**src/rtl/bec_pkg.sv**
```systemverilog
// Shared definitions for the BEC Montgomery-ladder sequencer: state codes,
// operand slot indices and the default field width.
package bec_pkg;

    localparam int BEC_NBITS = 163;

    typedef enum logic [3:0] {
        ST_IDLE  = 4'h0,
        ST_LOAD  = 4'h1,
        ST_REQ   = 4'h2,
        ST_WAIT  = 4'h3,
        ST_SHIFT = 4'h4,
        ST_DONE  = 4'h8
    } bec_state_t;

    localparam logic [2:0] SLOT_W1  = 3'd0;
    localparam logic [2:0] SLOT_Z1  = 3'd1;
    localparam logic [2:0] SLOT_W2  = 3'd2;
    localparam logic [2:0] SLOT_Z2  = 3'd3;
    localparam logic [2:0] SLOT_INV = 3'd4;
    localparam logic [2:0] SLOT_D   = 3'd5;

endpackage

```
**src/rtl/bec_opbank.sv**
```systemverilog
// Six-slot operand register file: controller write port plus the
// four-wide step write-back port from the ladder datapath.
module bec_opbank
    import bec_pkg::*;
#(
    parameter int NBITS = BEC_NBITS
) (
    input  logic             clk,
    input  logic             rst,
    input  logic             wr_en,
    input  logic [2:0]       wr_slot,
    input  logic [NBITS-1:0] wr_data,
    input  logic             wb_en,
    input  logic [NBITS-1:0] w1n,
    input  logic [NBITS-1:0] z1n,
    input  logic [NBITS-1:0] w2n,
    input  logic [NBITS-1:0] z2n,
    output logic [NBITS-1:0] w1,
    output logic [NBITS-1:0] z1,
    output logic [NBITS-1:0] w2,
    output logic [NBITS-1:0] z2,
    output logic [NBITS-1:0] inv_w0,
    output logic [NBITS-1:0] d
);

    // Write-back and slot writes live in disjoint FSM states, so the
    // priority order here never actually arbitrates.
    always_ff @(posedge clk) begin
        if (rst) begin
            w1     <= '0;
            z1     <= '0;
            w2     <= '0;
            z2     <= '0;
            inv_w0 <= '0;
            d      <= '0;
        end else if (wb_en) begin
            w1 <= w1n;
            z1 <= z1n;
            w2 <= w2n;
            z2 <= z2n;
        end else if (wr_en) begin
            case (wr_slot)
                SLOT_W1:  w1     <= wr_data;
                SLOT_Z1:  z1     <= wr_data;
                SLOT_W2:  w2     <= wr_data;
                SLOT_Z2:  z2     <= wr_data;
                SLOT_INV: inv_w0 <= wr_data;
                SLOT_D:   d      <= wr_data;
                default: ;
            endcase
        end
    end

endmodule

```
**src/rtl/bec_ladder_seq.sv**
```systemverilog
// Ladder step sequencer: loads operands, runs NBITS datapath steps one key
// bit at a time, and exposes the final bank for readback.
module bec_ladder_seq
    import bec_pkg::*;
#(
    parameter int NBITS = BEC_NBITS
) (
    input  logic             wb_clk_i,
    input  logic             wb_rst_i,
    input  logic             master_ena_proc,
    input  logic             load_data,
    input  logic [2:0]       load_status,
    input  logic             trigLoad,
    input  logic [NBITS-1:0] data_out,
    input  logic             ki,
    output logic             next_key,
    output logic             slv_done,
    output logic [3:0]       becStatus,
    output logic [NBITS-1:0] data_in,
    output logic [NBITS-1:0] op_w1,
    output logic [NBITS-1:0] op_z1,
    output logic [NBITS-1:0] op_w2,
    output logic [NBITS-1:0] op_z2,
    output logic [NBITS-1:0] op_inv,
    output logic [NBITS-1:0] op_d,
    output logic             dp_start,
    output logic             dp_ki,
    input  logic             dp_done,
    input  logic [NBITS-1:0] dp_w1n,
    input  logic [NBITS-1:0] dp_z1n,
    input  logic [NBITS-1:0] dp_w2n,
    input  logic [NBITS-1:0] dp_z2n
);

    localparam logic [7:0] LAST_STEP = 8'(NBITS - 1);

    bec_state_t state;
    logic [7:0] cnt;
    logic       trig_q;
    logic       wr_en;
    logic       wb_en;

    assign wr_en = load_data && trigLoad && !trig_q
                   && (state == ST_IDLE || state == ST_LOAD)
                   && (load_status <= SLOT_D);
    assign wb_en = (state == ST_WAIT) && dp_done;
    assign becStatus = state;

    bec_opbank #(.NBITS(NBITS)) u_bank (
        .clk     (wb_clk_i),
        .rst     (wb_rst_i),
        .wr_en   (wr_en),
        .wr_slot (load_status),
        .wr_data (data_out),
        .wb_en   (wb_en),
        .w1n     (dp_w1n),
        .z1n     (dp_z1n),
        .w2n     (dp_w2n),
        .z2n     (dp_z2n),
        .w1      (op_w1),
        .z1      (op_z1),
        .w2      (op_w2),
        .z2      (op_z2),
        .inv_w0  (op_inv),
        .d       (op_d)
    );

    // next_key is raised on entry to SHIFT so the controller's shifted ki
    // is already settled when the following REQ latches it.
    always_ff @(posedge wb_clk_i) begin
        if (wb_rst_i) begin
            state    <= ST_IDLE;
            cnt      <= '0;
            trig_q   <= 1'b0;
            dp_ki    <= 1'b0;
            dp_start <= 1'b0;
            next_key <= 1'b0;
            slv_done <= 1'b0;
        end else begin
            trig_q   <= trigLoad;
            dp_start <= 1'b0;
            next_key <= 1'b0;
            case (state)
                ST_IDLE: begin
                    if (load_data) state <= ST_LOAD;
                end
                ST_LOAD: begin
                    if (master_ena_proc) begin
                        state <= ST_REQ;
                        cnt   <= '0;
                    end
                end
                ST_REQ: begin
                    if (!master_ena_proc) begin
                        state <= ST_IDLE;
                        cnt   <= '0;
                    end else begin
                        dp_ki    <= ki;
                        dp_start <= 1'b1;
                        state    <= ST_WAIT;
                    end
                end
                ST_WAIT: begin
                    if (dp_done && master_ena_proc) begin
                        state    <= ST_SHIFT;
                        next_key <= 1'b1;
                    end else if (!master_ena_proc) begin
                        state <= ST_IDLE;
                        cnt   <= '0;
                    end
                end
                ST_SHIFT: begin
                    if (!master_ena_proc) begin
                        state <= ST_IDLE;
                        cnt   <= '0;
                    end else begin
                        cnt <= cnt + 8'd1;
                        if (cnt == LAST_STEP) begin
                            state    <= ST_DONE;
                            slv_done <= 1'b1;
                        end else begin
                            state <= ST_REQ;
                        end
                    end
                end
                ST_DONE: begin
                    if (!master_ena_proc && load_data) begin
                        state    <= ST_IDLE;
                        slv_done <= 1'b0;
                    end
                end
                default: state <= ST_IDLE;
            endcase
        end
    end

    always_comb begin
        data_in = '0;
        if (state == ST_DONE) begin
            case (load_status)
                SLOT_W1:  data_in = op_w1;
                SLOT_Z1:  data_in = op_z1;
                SLOT_W2:  data_in = op_w2;
                SLOT_Z2:  data_in = op_z2;
                SLOT_INV: data_in = op_inv;
                SLOT_D:   data_in = op_d;
                default:  data_in = '0;
            endcase
        end
    end

endmodule

```
**config.mk**
```make
export PLATFORM = sky130hd
export DESIGN_NAME = bec_ladder_seq
export DESIGN_NICKNAME = d
export VERILOG_FILES = /design/src/rtl/bec_pkg.sv /design/src/rtl/bec_opbank.sv /design/src/rtl/bec_ladder_seq.sv
export SDC_FILE = /design/constraint.sdc
export NUM_CORES = 2
export LEC_CHECK = 0
export CAP_MARGIN = 5
export CORE_AREA = 10 10 758 760
export DETAILED_ROUTE_END_ITERATION = 8
export DIE_AREA = 0 0 768 770
export HOLD_SLACK_MARGIN = 0.12
export PLACE_DENSITY_LB_ADDON = 0.15
export SETUP_SLACK_MARGIN = 0.02
export SLEW_MARGIN = 25
export SYNTH_ARGS = -nofsm -noshare
export SYNTH_HDL_FRONTEND = slang
export SYNTH_SLANG_ARGS = --single-unit
```
**constraint.sdc**
```tcl
create_clock -name wb_clk_i -period 2.45 [get_ports wb_clk_i]
set_clock_uncertainty 0.1 [all_clocks]
set_input_delay 0.49 -clock wb_clk_i [delete_from_list [all_inputs] [get_ports wb_clk_i]]
set_output_delay 0.49 -clock wb_clk_i [all_outputs]
set_load 0.02 [all_outputs]
```
# == Word level (Yosys, flattened, before mapping) ==
# Index checks and enable logic that the tools add are counted.
# Widths: inputs -> output; s select.
# word_totals
output_inout_bits,1149
latch_bits,0
romBits,0
ram_bits,0
memories,0
word_cells,101
ff_bits,995
# classes
div,0
n_eq_ne,18
bitwise,3
n_addsub,1
magnitude_cmp,1
shift,0
n_mux,34
reduce_logical,31
multipliers,0
# ops
operator,count
$mux 163,13
$pmux 163 s6,1
$mux 8,4
$pmux 8 s4,1
$mux 4,7
$pmux 4 s6,1
$ne 2x2->1 const B,6
$reduce_bool 2->1,6
$reduce_and 2->1,5
$reduce_and 3->1,3
$add 8x1->8 const B,1
$eq 4x2->1 const B,2
$eq 8x8->1 const B,1
$reduce_and 4->1,2
$logic_and 1x1->1,7
$eq 3x2->1 const B,2
$eq 3x3->1 const B,2
$mux 1,5
$eq 4x1->1 const B,1
$eq 4x3->1 const B,1
$eq 4x4->1 const B,1
$logic_not 4->1,1
$reduce_bool 4->1,1
$reduce_or 2->1,2
other kinds (9),12

# == Longest topological paths before layout ==
# logic_depth
depth_word,6
mapped_depth,9
depth_no_buf,6

# == By module ==
# Synthesis repeated with hierarchy kept, for this count alone.
# unflattened
hier_cells,5543
area_unflattened_um2,50379.6
# by_module_without_submodules
mod,cells_per_inst,n_inst,area_each_um2,seq_area_each_um2
bec_opbank,4389,1,41941.5,19578.8
bec_ladder_seq,1154,1,8438.1,340.3

# == Least setup slack after synthesis ==
# Ideal clock, no wire load.
# synth_timing
path_kind,input to output
startpoint,input port load_status[1]
endpoint,output port data_in[0]
required_time_ns,1.860
setup_slack_ns,-0.283
arrival_ns,2.143
path_stages,8
n_path_buf,4
cell_sequence,buf_2 > buf_2 > nor2b_1 > buf_2 > clkbuf_1 > a22oi_1 > or2_2 > a31oi_1
# synth_via
elab_chain_cells,3
elab_cells_between_ends,8
classes_between,eq/ne (5); mux (2); reduce/logical (1)
# synth_lines
element,line_no,text
from (decl),bec_ladder_seq.sv:12,"input logic [2:0] load_status,"
"$eq 3x3->1, or another cell as far along",bec_ladder_seq.sv:140,case (load_status)
$pmux 163 s6 *,bec_ladder_seq.sv:140,
$mux 163 *,bec_ladder_seq.sv:139,if (state == ST_DONE) begin
to (decl),bec_ladder_seq.sv:19,"output logic [NBITS-1:0] data_in,"
# Every way passes the cells marked *; elsewhere a longest branch is shown, timed or not.

# == Worst setup path after layout ==
# layout_timing
startpoint,register state[2] (netlist: becStatus[2])
endpoint,output port data_in[95]
# layout_via
elab_chain_cells,2
# layout_lines
element,line_no,text
from (decl),bec_ladder_seq.sv:37,bec_state_t state;
from (signal assigned),bec_ladder_seq.sv:72,state <= ST_IDLE;
from (signal assigned),bec_ladder_seq.sv:85,if (load_data) state <= ST_LOAD;
from (signal assigned),bec_ladder_seq.sv:89,state <= ST_REQ;
$eq 4x4->1,bec_ladder_seq.sv:139,
$mux 163,bec_ladder_seq.sv:139,
# No other way between the ends.

==> results.yml <==
routing:
  vias: 64500
  drt_iter0_markers: 6204
  drc: 0
  firstDrtPassIters: 6
  antenna_violating_nets_post_route: 0
  viasPerCell: 3.89
  detail_route.wl_per_cell_um: 37.4
  route.final.wire_length_mm: 620
cts:
  cts-htree-levels: 4
  max_clock_buf_depth: 4
  number_of_buffers_inserted_during_clock_tree_synthesis: 154
  cts.reportedPaths.clkPinSlew_ps: 60
  cts_tree: "yes"
  clock_insertion_delay_at_the_later_pin_of_the_skew_report_ps: 850
  clkSinkCount: 995
  cts_root_buf: "sky130_fd_sc_hd__clkbuf_16"
power:
  power.internal_w: 0.0331
  switching_share_pct: 31.1
  total_switching_power_w: 0.0149
  static-leakage-power_nw: 33.0
  sequentialPowerShare_pct: 35.3
  power-per-cell-area_mw_per_mm2: 512
  p_comb_share_pct: 17.2
  clock_network_fraction_of_design_power_pct: 47.4
  vdd_ir_drop_max_mv: 0.442
global_routing:
  grt_overflow: 0
  track_usage_pct: 19.8
  grt_first_pass_wirelength_mm: 771
  grt_start_max_net_pins: 111
  first_global_vias: 63800
  antenna_violations_before_repair: 163
die:
  die_width_um: 768
  ios: 1974
  core_area_sq_mm: 0.559
  initial_utilization_pct: 8.35
  die_area_sq_mm: 0.591
  chipHeight_um: 770
  placementRows: 275
placed_design:
  detailedPlacementHpwl_mm: 520
  place.gp.congestion: 0.886
  detailedPlace.worstSlack_ps: -1080
  io_buffer_count: 1973
  dpl.cell_count: 15900
layout:
  layout.core_utilization_pct: 16.8
  fin_nets: 9778
  layout-drive-gt1-share_pct: 25.9
  area_growth_syn_to_layout_pct: 101
  fin_cells: 16600
outcome:
  status: "finished with violations"
  violations_in_the_final_reports: "negative setup slack"
critical_path:
  critical_path_buf_inv_count: 5
  worst_setup_path_start_kind: "flop"
  critical_path.most_common_cell: "sky130_fd_sc_hd__buf_12"
  crit_chain: "or2_4 -> or2_4 -> a21o_4 -> buf_12 -> buf_16 -> buf_6 -> a31oi_4 -> buf_12 -> buf_12"
  worst_path_dominant_cell_family: "buffers and inverters"
  regToRegSetupSlack_ps: 40
  crit_path_start: "becStatus[2]$_SDFFE_PP0P_"
  cpPeakStageDelay_ps: 340
  beginning_of_the_worst_register_to_register_path: "becStatus[1]$_SDFFE_PP0P_"
  cp.arrival_ps: 3000
  critical_path.reg2reg.endpoint: "u_bank.w1[113]$_SDFFE_PP0P_"
  cp-endpoint: "data_in[95]"
  capturing_element_type_of_the_critical_path: "output pin"
  cp.required_ps: 1860
  path_class: "reg -> out"
  critPathSlowestCell: "sky130_fd_sc_hd__dfxtp_4"
  cp_max_fo: 5
  critical_path_cell_count: 9
  rr_worst_depth: 8
logic_synthesis:
  synth-edff-count: 0
  syn-mean-instance-area_sq_um: 7.63
  yosysWarningCount: 0
  synthCells: 6118
  synth_seq_cells: 995
  synth_area_sq_mm: 0.0467
  ys.flop_type: "sky130_fd_sc_hd__dfxtp_1"
  synth.distinct_cells: 53
  synth-seq-area-share_pct: 42.7
  syn_nets: 6945
  asyncSetResetFlopFracSynth_pct: 0
sta:
  worst-slew-pin-transition_ps: 784
  fin_ws_ps: -1140
  setup_viol: 163
  max_freq_ghz: 0.278
  timing_hold_violations_final: 0
  maxSlewViolCount: 0
  worst_slew_margin_rel_pct: 47.7
  period_needed_ps: 3590
  worst_hold_slack_ps: 186
  setup_repair_after_global_routing_missed_its_margin: "true"
  finalSetupTns_ps: -155730
  finalCritPeriodShare_pct: 147
worst_hold_path:
  hold_path_class: "in -> reg"
flow_run:
  max_cap_violations: 0
## logic make-up after synthesis
kind of cell / Yosys count / share of synthesized area (%)
and+or+nand+nor: 2838 / 23.5
AOI/OAI and AO/OA: 1548 / 25.0
DFF: 995 / 42.7
buffers and inverters: 628 / 5.87
muxes: 106 / 2.87
adders and majority gates: 2 / 0.0536
xor gates and xnor gates: 1 / 0.0188
## flip-flops by register name (all words and copies together), names as in the netlist
register       cells
becStatus          4
cnt                8
dp_ki              1
dp_start           1
next_key           1
slv_done           1
trig_q             1
u_bank.d         163
u_bank.inv_w0    163
u_bank.w1        163
u_bank.w2        163
u_bank.z1        163
u_bank.z2        163
## how the worst min path moves through the flow
stage	start	end	slack, ps	cells after the start
after floorplan	cnt[7]$_SDFFE_PP0P_	cnt[7]$_SDFFE_PP0P_	350	2
after global placement	u_bank.d[83]$_SDFFE_PP0P_	u_bank.d[83]$_SDFFE_PP0P_	360	2
after detailed placement	u_bank.d[94]$_SDFFE_PP0P_	u_bank.d[94]$_SDFFE_PP0P_	360	2
after CTS	dp_w2n[71]	u_bank.w2[71]$_SDFFE_PP0P_	120	3
after global routing	dp_w2n[71]	u_bank.w2[71]$_SDFFE_PP0P_	160	3
final	dp_z2n[94]	u_bank.z2[94]$_SDFFE_PP0P_	190	3
## per-stage QoR
step / cell area [sq um] / power, W
after floorplan: 48300 / 0.0189
after global placement: 83500 / 0.0246
after detailed placement: 83500 / 0.0246
after CTS: 92700 / 0.0485
after global routing: 93800 / 0.0494
final: 93900 / 0.0481
## Yosys cell counts (all sizes together) (7+ instances only)
cell,instances,area (sq um)
or2,61,382
clkbuf,421,1580
buf,201,1140
o21ai,8,40.0
a22oi,326,2450
a31oi,111,694
mux2i,27,270
o2bb2ai,25,219
nor2,709,2660
a311oi,654,5780
dfxtp,995,19900
a21oi,333,1670
mux2,63,709
a22o,45,394
nand3,12,60.1
mux4,16,360
nand2,2007,7530
nor2b,13,81.3
a222oi,25,250
o22a,7,61.3
## power groups by stage
| stage | logic [W] | registers [W] | clock network [W] |
|---|---|---|---|
| 2_1_floorplan | 0.00150 | 0.0174 | 0 |
| 3_3_place_gp | 0.00728 | 0.0173 | 0 |
| 3_5_place_dp | 0.00728 | 0.0173 | 0 |
| 4_1_cts | 0.00809 | 0.0170 | 0.0234 |
| 5_1_grt | 0.00860 | 0.0170 | 0.0238 |
| 6_report | 0.00829 | 0.0170 | 0.0228 |
## per-layer routing
metal | vias up | share of wire [%] | global-route usage, % | wire, um
met3 | 579 | 11 | 8.98 | 71100
li1 | 27500 | - | - | -
met1 | 33100 | 42 | 24.6 | 259000
met5 | - | 0.070 | 0 | 436
met2 | 3342 | 44 | 31.4 | 274000
met4 | 68 | 2.6 | 4.19 | 15900
## cell type report
cell class | count | area (sq um)
Multi-Input combinational cell | 4495 | 26300
Clock inverter | 29 | 329
Tap cell | 7479 | 9360
Inverter | 6 | 27.5
Antenna cell | 43 | 108
Sequential cell | 995 | 20000
Timing Repair Buffer | 3299 | 33100
Fill cell | 63100 | 465000
Clock buffer | 239 | 4610
## what timing repair did
item	CTS	global route
pin swaps	14	28
resized for setup	2055	239
setup endpoints to repair	846	258
gates cloned	4	4
buffers inserted	43	36
hold endpoints to repair	352	0
hold buffers	334	0
## tightest hold or removal path, delay by kind of cell
kind | cells | cell delay (ps)
buf+inv | 1 | 420
simple gates | 1 | 120
compound gates | 1 | 60
## cell usage in the layout, fill, tap and decap left out, types with 48 or more instances in the layout
cell	netlist	routed
sky130_fd_sc_hd__dlygate4sd3_1	0	334
sky130_fd_sc_hd__mux2_2	63	63
sky130_fd_sc_hd__clkdlybuf4s15_1	0	51
sky130_fd_sc_hd__a311oi_1	646	644
sky130_fd_sc_hd__clkdlybuf4s50_1	0	820
sky130_fd_sc_hd__a31oi_4	0	111
sky130_fd_sc_hd__nor2_4	0	48
sky130_fd_sc_hd__a22oi_1	326	325
sky130_fd_sc_hd__dlygate4sd2_1	0	387
sky130_fd_sc_hd__nand2_1	2007	2007
sky130_fd_sc_hd__clkbuf_16	0	160
sky130_fd_sc_hd__buf_6	16	189
sky130_fd_sc_hd__or2_2	60	59
sky130_fd_sc_hd__a21oi_1	333	333
sky130_fd_sc_hd__buf_4	26	1014
sky130_fd_sc_hd__nor2_1	709	659
sky130_fd_sc_hd__buf_12	0	238
sky130_fd_sc_hd__clkdlybuf4s15_2	0	198
sky130_fd_sc_hd__dfxtp_1	995	922
sky130_fd_sc_hd__dfxtp_2	0	71
Note: power is estimated with default switching activity, not from simulation.
